--- src/rtl/lsu_pkg.sv ---
// rtl/lsu_pkg.sv - shared funct3 codes, FSM encoding and access legality check for the LSU
package lsu_pkg;

   localparam int WORD_BYTES = 4;
   localparam int LANE_W     = $clog2(WORD_BYTES);

   localparam logic [2:0] F3_B  = 3'b000;
   localparam logic [2:0] F3_H  = 3'b001;
   localparam logic [2:0] F3_W  = 3'b010;
   localparam logic [2:0] F3_BU = 3'b100;
   localparam logic [2:0] F3_HU = 3'b101;

   typedef enum logic [2:0] {
      S_IDLE,
      S_LD_RD,
      S_LD_DATA,
      S_RMW_RD,
      S_RMW_MERGE,
      S_WR
   } state_t;

   // funct3[1:0] encodes the access size for both loads and stores
   function automatic logic is_illegal(input logic            write,
                                       input logic [2:0]      funct3,
                                       input logic [LANE_W-1:0] lane);
      logic bad_f3;
      logic misaligned;
      if (write)
         bad_f3 = (funct3 > F3_W);
      else
         bad_f3 = !(funct3 inside {F3_B, F3_H, F3_W, F3_BU, F3_HU});
      misaligned = ((funct3[1:0] == 2'b01) && lane[0]) ||
                   ((funct3[1:0] == 2'b10) && (lane != '0));
      return bad_f3 | misaligned;
   endfunction

endpackage

--- src/rtl/lsu_lane_align.sv ---
// rtl/lsu_lane_align.sv - little-endian load lane extract/extend and store lane merge
module lsu_lane_align
   import lsu_pkg::*;
(
   input  logic [2:0]  i_funct3,
   input  logic [1:0]  i_addr_lo,
   input  logic [31:0] i_word,
   input  logic [15:0] i_wdata,
   output logic [31:0] o_load_data,
   output logic [31:0] o_merge_data
);

   logic [15:0] w_shifted;

   always_comb begin
      w_shifted = 16'(i_word >> {i_addr_lo, 3'b000});
      case (i_funct3)
         F3_B:    o_load_data = {{24{w_shifted[7]}}, w_shifted[7:0]};
         F3_H:    o_load_data = {{16{w_shifted[15]}}, w_shifted};
         F3_BU:   o_load_data = {24'd0, w_shifted[7:0]};
         F3_HU:   o_load_data = {16'd0, w_shifted};
         default: o_load_data = i_word;
      endcase

      o_merge_data = i_word;
      if (i_funct3[1:0] == 2'b00)
         o_merge_data[{i_addr_lo, 3'b000} +: 8] = i_wdata[7:0];
      else if (i_funct3[1:0] == 2'b01)
         o_merge_data[{i_addr_lo[1], 4'b0000} +: 16] = i_wdata;
   end

endmodule

--- src/rtl/load_store_unit.sv ---
// rtl/load_store_unit.sv - single-outstanding load/store initiator for a word-wide memory
// Sub-word stores are read-modify-write since the memory has no byte enables.
module load_store_unit
   import lsu_pkg::*;
#(
   parameter  int MEMSIZE = 32 * 1024,
   parameter  int XLEN    = 32,
   localparam int ADDR_W  = $clog2(MEMSIZE)
) (
   input  logic              clock,
   input  logic              reset,
   input  logic              req_valid,
   output logic              req_ready,
   input  logic              req_write,
   input  logic [2:0]        req_funct3,
   input  logic [XLEN-1:0]   req_addr,
   input  logic [XLEN-1:0]   req_wdata,
   output logic              resp_valid,
   output logic              resp_err,
   output logic [XLEN-1:0]   resp_rdata,
   output logic [ADDR_W-1:0] mem_address,
   output logic              mem_read_en,
   output logic              mem_write_en,
   output logic [XLEN-1:0]   mem_wdata,
   input  logic [XLEN-1:0]   mem_rdata
);

   state_t            r_state;
   logic [2:0]        r_funct3;
   logic [LANE_W-1:0] r_addr_lo;
   logic [15:0]       r_wdata_lo;

   logic [31:0]       w_load_data;
   logic [31:0]       w_merge_data;
   logic              w_illegal;
   logic              w_unused_addr;

   // address bits above the memory size alias onto the same words
   assign w_unused_addr = ^req_addr[XLEN-1:ADDR_W];
   assign w_illegal     = is_illegal(req_write, req_funct3, req_addr[LANE_W-1:0]);
   assign req_ready     = (r_state == S_IDLE);

   lsu_lane_align u_lane_align (
      .i_funct3     (r_funct3),
      .i_addr_lo    (r_addr_lo),
      .i_word       (mem_rdata),
      .i_wdata      (r_wdata_lo),
      .o_load_data  (w_load_data),
      .o_merge_data (w_merge_data)
   );

   always_ff @(posedge clock or posedge reset) begin
      if (reset) begin
         r_state      <= S_IDLE;
         r_funct3     <= '0;
         r_addr_lo    <= '0;
         r_wdata_lo   <= '0;
         resp_valid   <= 1'b0;
         resp_err     <= 1'b0;
         resp_rdata   <= '0;
         mem_address  <= '0;
         mem_read_en  <= 1'b0;
         mem_write_en <= 1'b0;
         mem_wdata    <= '0;
      end else begin
         resp_valid   <= 1'b0;
         resp_err     <= 1'b0;
         resp_rdata   <= '0;
         mem_read_en  <= 1'b0;
         mem_write_en <= 1'b0;
         case (r_state)
            S_IDLE: begin
               if (req_valid) begin
                  if (w_illegal) begin
                     resp_valid <= 1'b1;
                     resp_err   <= 1'b1;
                  end else begin
                     r_funct3    <= req_funct3;
                     r_addr_lo   <= req_addr[LANE_W-1:0];
                     r_wdata_lo  <= req_wdata[15:0];
                     mem_address <= {req_addr[ADDR_W-1:LANE_W], {LANE_W{1'b0}}};
                     if (!req_write) begin
                        r_state     <= S_LD_RD;
                        mem_read_en <= 1'b1;
                     end else if (req_funct3 == F3_W) begin
                        r_state      <= S_WR;
                        mem_write_en <= 1'b1;
                        mem_wdata    <= req_wdata;
                     end else begin
                        r_state     <= S_RMW_RD;
                        mem_read_en <= 1'b1;
                     end
                  end
               end
            end
            S_LD_RD:   r_state <= S_LD_DATA;
            S_LD_DATA: begin
               resp_valid <= 1'b1;
               resp_rdata <= w_load_data;
               r_state    <= S_IDLE;
            end
            S_RMW_RD:  r_state <= S_RMW_MERGE;
            S_RMW_MERGE: begin
               mem_wdata    <= w_merge_data;
               mem_write_en <= 1'b1;
               r_state      <= S_WR;
            end
            S_WR: begin
               resp_valid <= 1'b1;
               r_state    <= S_IDLE;
            end
            default:   r_state <= S_IDLE;
         endcase
      end
   end

endmodule
--- config.mk ---
export PLATFORM = sky130hd
export DESIGN_NAME = load_store_unit
export DESIGN_NICKNAME = d
export VERILOG_FILES = /design/src/rtl/lsu_pkg.sv /design/src/rtl/lsu_lane_align.sv /design/src/rtl/load_store_unit.sv
export SDC_FILE = /design/constraint.sdc
export NUM_CORES = 1
export LEC_CHECK = 0
export CELL_PAD_IN_SITES_DETAIL_PLACEMENT = 1
export CELL_PAD_IN_SITES_GLOBAL_PLACEMENT = 1
export CORE_MARGIN = 2
export CORE_UTILIZATION = 36
export DETAILED_ROUTE_END_ITERATION = 10
export GPL_TIMING_DRIVEN = 1
export PLACE_DENSITY = 0.9
export SKIP_LAST_GASP = 1
export SYNTH_ARGS = -nofsm -noshare
export SYNTH_HDL_FRONTEND = slang
export SYNTH_SLANG_ARGS = --single-unit
export TNS_END_PERCENT = 5
--- constraint.sdc ---
create_clock -name clock -period 4.6 [get_ports clock]
set_clock_uncertainty 0.2 [all_clocks]
set_input_delay 0.69 -clock clock [delete_from_list [all_inputs] [get_ports clock]]
set_output_delay 0.69 -clock clock [all_outputs]
set_load 0.02 [all_outputs]
======== Word level (Yosys, flattened, before mapping) ========
Index checks and enable logic that the tools add are counted.
word-level totals
  register bits after elaboration ......... 105
  latch bits .............................. 0
  memory bits (writable) .................. 0
  ROM bits ................................ 0
  input port bits ......................... 103
  output and inout port bits .............. 84
  logic and storage cells ................. 86
  memories kept ........................... 0
cells by class
  $add $sub $neg .......................... 2
  $mul .................................... 0
  div/mod/pow operators ................... 0
  magnitude comparators ................... 1
  eq/ne operators ......................... 19
  shifts and indexed selects .............. 5
  multiplexer cells ....................... 31
  bitwise logic cells ..................... 2
  reduce and logical (&&, ||, !) cells .... 15
operators by type and width
  operator                                                number
  2-to-1 mux 32 bit                                       7
  case mux 32 bit (4 select lines)                        1
  bitwise mux 32 bit                                      2
  case mux 32 bit (2 select lines)                        1
  variable shift 16 x 7 -> 32 bit (first input constant)  1
  variable shift 8 x 7 -> 32 bit (first input constant)   1
  variable part select 16 x 7 -> 32 bit                   1
  variable part select 8 x 7 -> 32 bit                    1
  right shift 32 x 5 -> 16 bit                            1
  equality test 3 bit (second input constant)             6
  negator 5 -> 7 bit                                      2
  2-to-1 mux 1 bit                                        13
  2-to-1 mux 3 bit                                        4
  case mux 3 bit (4 select lines)                         1
  equality test 3 x 1 -> 1 bit (second input constant)    3
  equality test 3 x 2 -> 1 bit (second input constant)    3
  logical NOT 3 bit                                       3
  AND reduction 5 bit                                     1
  nonzero test 5 bit                                      1
  equality test 2 x 1 -> 1 bit (second input constant)    2
  != test 2 x 1 -> 1 bit (second input constant)          2
  != test 2 bit (second input constant)                   2
  case mux 1 bit (2 select lines)                         2
  nonzero test 2 bit                                      2
  11 further kinds                                        12

======== Logic depth before layout (Yosys ltp) ========
  depth after elaboration ................. 8
  mapped depth ............................ 9
  mapped depth without buffers ............ 6

======== By module ========
A second synthesis with hierarchy kept.
second synthesis, totals
  cell total of the unflattened synthesis .. 522
  area total of the unflattened synthesis .. 6094.6 µm²
modules (own cells, without submodules)
  module           instances  cells each  area each (µm²)  seq. area each (µm²)
  load_store_unit  1          283         4475.5           2627.5
  lsu_lane_align   1          239         1619.1           0.0

======== Least setup slack after synthesis ========
Ideal clock, no wire load.
  path type ............................... register -> register
  start ................................... register r_addr_lo[1]
  end ..................................... register mem_wdata[10]
  setup time .............................. 0.133 ns
  arrival ................................. 2.122 ns
  required time ........................... 4.267 ns
  setup slack ............................. 2.145 ns
  stages on the path, launching flop included .. 10
  buffers on the path ..................... 3
  period minus slack after synthesis ...... 2.455 ns
  cell sequence ........................... dfrtp_1 buf_2 clkbuf_1 inv_1 ha_1 and4b_1 buf_1 a221o_1 a32oi_1 o21ai_0
on the way
  longest elaborated chain between the ends .. 6
  elaborated cells between the ends (all ways) .. 11
  classes of those cells .................. add/sub (2); shift (4); mux (5)
RTL lines
  what                                                                                             RTL line                source
  from (decl)                                                                                      load_store_unit.sv:30   logic [LANE_W-1:0] r_addr_lo;
  from (signal assigned)                                                                           load_store_unit.sv:79   r_addr_lo <= req_addr[LANE_W-1:0];
  negator 5 -> 7 bit                                                                               lsu_lane_align.sv:29    o_merge_data[{i_addr_lo[1], 4'b0000} +: 16] = i_wdata;
  variable part select 16 x 7 -> 32 bit / variable shift 16 x 7 -> 32 bit (equally long branches)  lsu_lane_align.sv:29
  bitwise mux 32 bit                                                                               lsu_lane_align.sv:29
  2-to-1 mux 32 bit                                                                                lsu_lane_align.sv:28    else if (i_funct3[1:0] == 2'b01)
  2-to-1 mux 32 bit (*)                                                                            lsu_lane_align.sv:26    if (i_funct3[1:0] == 2'b00)
  case mux 32 bit (2 select lines) (*)                                                             load_store_unit.sv:71   case (r_state)
  to (signal assigned)                                                                             load_store_unit.sv:88   mem_wdata <= req_wdata;
  to (signal assigned)                                                                             load_store_unit.sv:104  mem_wdata <= w_merge_data;
  to (decl)                                                                                        load_store_unit.sv:24   output logic [XLEN-1:0] mem_wdata,
Every way passes the cells marked *; elsewhere a longest branch is shown, timed or not.
A chain may end at the register's enable or synchronous reset.

======== Final worst setup path ========
  start ................................... register r_state[0]
  end ..................................... output req_ready
on the way
  longest elaborated chain between the ends .. 1
RTL lines
  what                    RTL line               source
  from (decl)             load_store_unit.sv:28  state_t r_state;
  from (signal assigned)  load_store_unit.sv:54  r_state <= S_IDLE;
  from (signal assigned)  load_store_unit.sv:83  r_state <= S_LD_RD;
  from (signal assigned)  load_store_unit.sv:86  r_state <= S_WR;
  logical NOT 3 bit       load_store_unit.sv:41  assign req_ready = (r_state == S_IDLE);
  to (decl)               load_store_unit.sv:13  output logic req_ready,
Every way passes these cells.

==> impl_results.html <==
<table>
<tr><th>Metric</th><th>Value</th></tr>
<tr><th colspan="2">Outcome</th></tr>
<tr><td>Status</td><td>finished, final reports clean</td></tr>
<tr><th colspan="2">Place</th></tr>
<tr><td>Placement-stage cell area</td><td>7660 sq um</td></tr>
<tr><td>RePlAce Congestion</td><td>~0.9</td></tr>
<tr><td>HPWL Detailed</td><td>15100 microns</td></tr>
<tr><td>Number of input and output port buffers inserted</td><td>167</td></tr>
<tr><th colspan="2">Synth</th></tr>
<tr><td>Number of synthesized register bits</td><td>105</td></tr>
<tr><td>Async set-or-reset flop fraction in the synthesized netlist</td><td>100%</td></tr>
<tr><td>Synth area leader</td><td>dfrtp_1</td></tr>
<tr><td>List of most frequent post-synthesis cells</td><td>dfrtp_1, o21ai_0, clkbuf_1</td></tr>
<tr><td>EDFF count, synth</td><td>0</td></tr>
<tr><td>Warnings from Yosys</td><td>0</td></tr>
<tr><td>Main flop type after synthesis</td><td>dfrtp_1</td></tr>
<tr><td>Top cell type's share of synthesized area</td><td>44.5%</td></tr>
<tr><td>Most frequent cell after synthesis</td><td>dfrtp_1</td></tr>
<tr><td>Top post-synthesis cells by area</td><td>dfrtp_1, mux2_4, o21ai_0</td></tr>
<tr><td>Share of the yosys chip area belonging to registers</td><td>44.5%</td></tr>
<tr><td>Netlist area before placement</td><td>between 5000 and 6000 sq um</td></tr>
<tr><td>Gate count after technology mapping</td><td>574</td></tr>
<tr><td>Library cells used by synthesis</td><td>50</td></tr>
<tr><td>Avg Synthesized Cell Area</td><td>10.3 sq um</td></tr>
<tr><th colspan="2">Floorplan</th></tr>
<tr><td>Site row count</td><td>46</td></tr>
<tr><td>X dimension of the die</td><td>roughly 130 microns</td></tr>
<tr><td>Placeable Area</td><td>15900 sq um</td></tr>
<tr><td>Effective utilization at floorplan</td><td>37.0%</td></tr>
<tr><td>Die Outline Area</td><td>17400 sq um</td></tr>
<tr><td>Number of ports placed on the die boundary</td><td>between 150 and 200</td></tr>
<tr><td>Vertical die dimension</td><td>132 microns</td></tr>
<tr><th colspan="2">Critical path</th></tr>
<tr><td>Worst reg2reg setup slack</td><td>~1.4 ns</td></tr>
<tr><td>Worst Path Arrival</td><td>2.46 ns</td></tr>
<tr><td>Required time at the endpoint of the critical path</td><td>3.71 ns</td></tr>
<tr><td>R2R cell count</td><td>5</td></tr>
<tr><td>Family of cells with the greatest summed delay on the critical path</td><td>simple AND/OR/NAND/NOR gates</td></tr>
<tr><td>Type of element capturing the critical path</td><td>primary output</td></tr>
<tr><td>Worst Path Class, Setup</td><td>flip-flop to primary output</td></tr>
<tr><td>Worst Path Buf+Inv</td><td>1</td></tr>
<tr><td>CP Cell Sequence</td><td>or2_1 &gt; nor2_1 &gt; clkdlybuf4s50_1</td></tr>
<tr><td>Crit. path cell count</td><td>3</td></tr>
<tr><td>Cell with the largest stage delay on the worst path</td><td>or2_1</td></tr>
<tr><td>Critical Path Source Type</td><td>flip-flop</td></tr>
<tr><td>Crit-path max cell delay</td><td>~1 ns</td></tr>
<tr><td>Max Fanout on Critical Path</td><td>37</td></tr>
<tr><th colspan="2">Timing</th></tr>
<tr><td>Worst-margin pin slew</td><td>1.27 ns</td></tr>
<tr><td>Relative slew margins</td><td>15.5%</td></tr>
<tr><td>Worst hold-check slack</td><td>0.312 ns</td></tr>
<tr><td>Final total negative setup slack</td><td>0 ns</td></tr>
<tr><td>Fin. Hold Viols</td><td>0</td></tr>
<tr><td>Pins Over Slew Limit</td><td>0</td></tr>
<tr><td>Setup repair after global routing missed its margin</td><td>no</td></tr>
<tr><td>Final setup vio count</td><td>0</td></tr>
<tr><td>Fin crit share</td><td>around 73%</td></tr>
<tr><td>Highest achievable clock rate</td><td>299 MHz</td></tr>
<tr><td>Minimum clock period</td><td>around 3.3 ns</td></tr>
<tr><th colspan="2">GRT</th></tr>
<tr><td>GRT overflow</td><td>0</td></tr>
<tr><td>Number of antenna violations at the first check in global routing</td><td>1</td></tr>
<tr><td>Global-route wire length before repair</td><td>33800 microns</td></tr>
<tr><td>Total Routing Usage GR</td><td>24.6%</td></tr>
<tr><td>Largest net degree at the start of global routing</td><td>slightly below 60</td></tr>
<tr><td>Via count of the first global-routing pass</td><td>5827</td></tr>
<tr><th colspan="2">Route</th></tr>
<tr><td>First-pass iteration count of the detailed router</td><td>5</td></tr>
<tr><td>Average routed wire per standard cell</td><td>23.1 microns</td></tr>
<tr><td>DR iter-0 viols</td><td>529</td></tr>
<tr><td>Via count</td><td>5467</td></tr>
<tr><td>Via density per instance</td><td>5.88</td></tr>
<tr><td>Antenna Violating Nets Remaining</td><td>0</td></tr>
<tr><td>Final Routed Wirelength</td><td>21500 microns</td></tr>
<tr><td>DRC violation count after routing</td><td>0</td></tr>
<tr><th colspan="2">Pwr</th></tr>
<tr><td>Total power</td><td>~5.4 mW</td></tr>
<tr><td>Peak ir drop on the vdd network</td><td>0.290 mV</td></tr>
<tr><td>Leakage power total</td><td>roughly 3.5 nW</td></tr>
<tr><td>Power density over the cells</td><td>between 600 and 700 nW/um^2</td></tr>
<tr><th colspan="2">Flow run</th></tr>
<tr><td>Number of max-cap violations</td><td>0</td></tr>
<tr><th colspan="2">Clock network</th></tr>
<tr><td>Quantity of hold-fixing buffers added after cts</td><td>0</td></tr>
<tr><td>Post-CTS setup buffer count</td><td>0</td></tr>
<tr><td>Max Buffers Root-to-Sink</td><td>2</td></tr>
<tr><td>Clock input transition at the sequential cells of the worst setup and hold paths</td><td>0.07 ns</td></tr>
<tr><td>Clk root buf</td><td>clkbuf_16</td></tr>
<tr><td>Cells resized by post-CTS repair</td><td>0</td></tr>
<tr><td>Clock sinks</td><td>between 100 and 150</td></tr>
<tr><td>H-tree depth reported by CTS</td><td>3</td></tr>
<tr><td>Worst-skew pair later-pin latency</td><td>0.36 ns</td></tr>
<tr><td>TritonCTS clock tree</td><td>built</td></tr>
<tr><td>TritonCTS Buffers</td><td>9</td></tr>
<tr><th colspan="2">Min path</th></tr>
<tr><td>Hold Path Depth</td><td>1</td></tr>
<tr><td>Hold crit path type</td><td>flip-flop to flip-flop</td></tr>
<tr><th colspan="2">Layout</th></tr>
<tr><td>Final cell area excluding filler cells</td><td>8000 sq um</td></tr>
<tr><td>Final-stage net count</td><td>roughly 820</td></tr>
<tr><td>Area delta synth-&gt;final</td><td>35.5%</td></tr>
<tr><td>Layout cell share with drive strength beyond 1</td><td>11.4%</td></tr>
</table>
==> power breakdown <==
part / total (mW) / switching, mW / internal [mW] / leakage (nW)
Clock: 0.853 / 0.346 / 0.507 / 0.160
Combinational: 2.80 / 1.55 / 1.26 / 1.97
Sequential: 1.72 / 0.427 / 1.29 / 1.33
Total: 5.37 / 2.32 / 3.05 / 3.46
==> routing by layer <==
layer	part of all wire [%]	GRT usage, %	vias to the layer above
met4	1.7	7.85	0
met1	45	33.0	2800
li1	-	-	2429
met2	48	39.9	210
met5	0	0	-
met3	6.2	5.23	28
==> registers in the layout, summed over array words and instances (netlist names) <==
register,count
r_funct3,3
mem_read_en,1
resp_err,1
resp_rdata,32
mem_address,13
r_wdata_lo,16
mem_wdata,32
resp_valid,1
mem_write_en,1
r_state,3
r_addr_lo,2
==> metrics by stage <==
step	instances	setup slack (ns)	utilization [%]
CTS	928	1.23	50.1
global placement	912	1.24	48.1
floorplan	575	0.949	-
detailed placement	912	1.19	48.1
finish	930	1.25	50.1
global route	928	1.07	50.1
==> worst reg2reg max path: stages, from the launching register on <==
cell	delay (ns)
dfrtp_1	0.46
or2_1	0.99
nand3b_1	0.26
nand2b_2	0.30
buf_4	0.51
mux2_2	0.43
==> path summary, 6_finish.rpt <==
kind / end / startpoint
worst min register to register: mem_address[12]$_DFFE_PP0P_ / mem_address[12]$_DFFE_PP0P_
worst max register to register: r_wdata_lo[13]$_DFFE_PP0P_ / r_state[0]$_DFFE_PP0P_
worst min-delay path: mem_address[12]$_DFFE_PP0P_ / mem_address[12]$_DFFE_PP0P_
worst max-delay path: req_ready / r_state[0]$_DFFE_PP0P_
max in group asynchronous: resp_rdata[9]$_DFF_PP0_ / reset
min in group asynchronous: mem_wdata[22]$_DFFE_PP0P_ / reset
==> placed cells by master (no fill, tap or decap), types with 2 or more instances in the layout <==
cell type        synthesis  final
clkdlybuf4s50_1          0    167
dfrtp_1                105    103
o21ai_0                 82     82
a21oi_1                 34     34
inv_1                   31     30
mux2_4                  29     29
nor2_1                  25     25
a221o_1                 24     24
a32oi_1                 22     22
nor2b_1                 19     19
nor3_1                  17     17
a21o_1                  16     16
a221oi_1                15     15
buf_4                    2     11
nand2_1                  9      9
mux2i_1                  9      9
clkbuf_16                0      9
o31ai_1                  8      8
o211ai_1                 7      7
mux2_2                   7      7
a22oi_1                  7      7
o221a_2                  7      7
ha_1                     5      5
nor3b_1                  4      4
nand3b_1                 3      3
a211oi_1                 3      3
diode_2                  0      2
or2_1                    2      2
nor4bb_1                 2      2
a2bb2oi_1                2      2
nand3_1                  2      2
and2_1                   2      2
nand2b_1                 3      2
conb_1                   1      2
clkbuf_1                36      2
bufinv_16                0      2
clkbuf_8                 0      2
dfrtp_2                  0      2
==> cell families after synthesis <==
kind of cell | count (synthesis) | synth area share, %
other | 1 | 0.0636
adder cells (fa/ha/maj) | 5 | 1.06
buffers and inverters | 88 | 6.68
multiplexers | 46 | 10.6
AO/OA/AOI/OAI | 235 | 28.2
AND/OR/NAND/NOR | 94 | 8.82
flip-flops | 105 | 44.5
==> final cells by class <==
class,count,area [sq um]
multi-input combinational,382,2890
fill,1728,7950
sequential,105,2630
antenna,2,5.00
tap,216,270
inverter,31,119
clock buffer,13,260
timing repair buffer,178,1750
clock inverter,3,65.1
(Power assumes the default switching activity.)
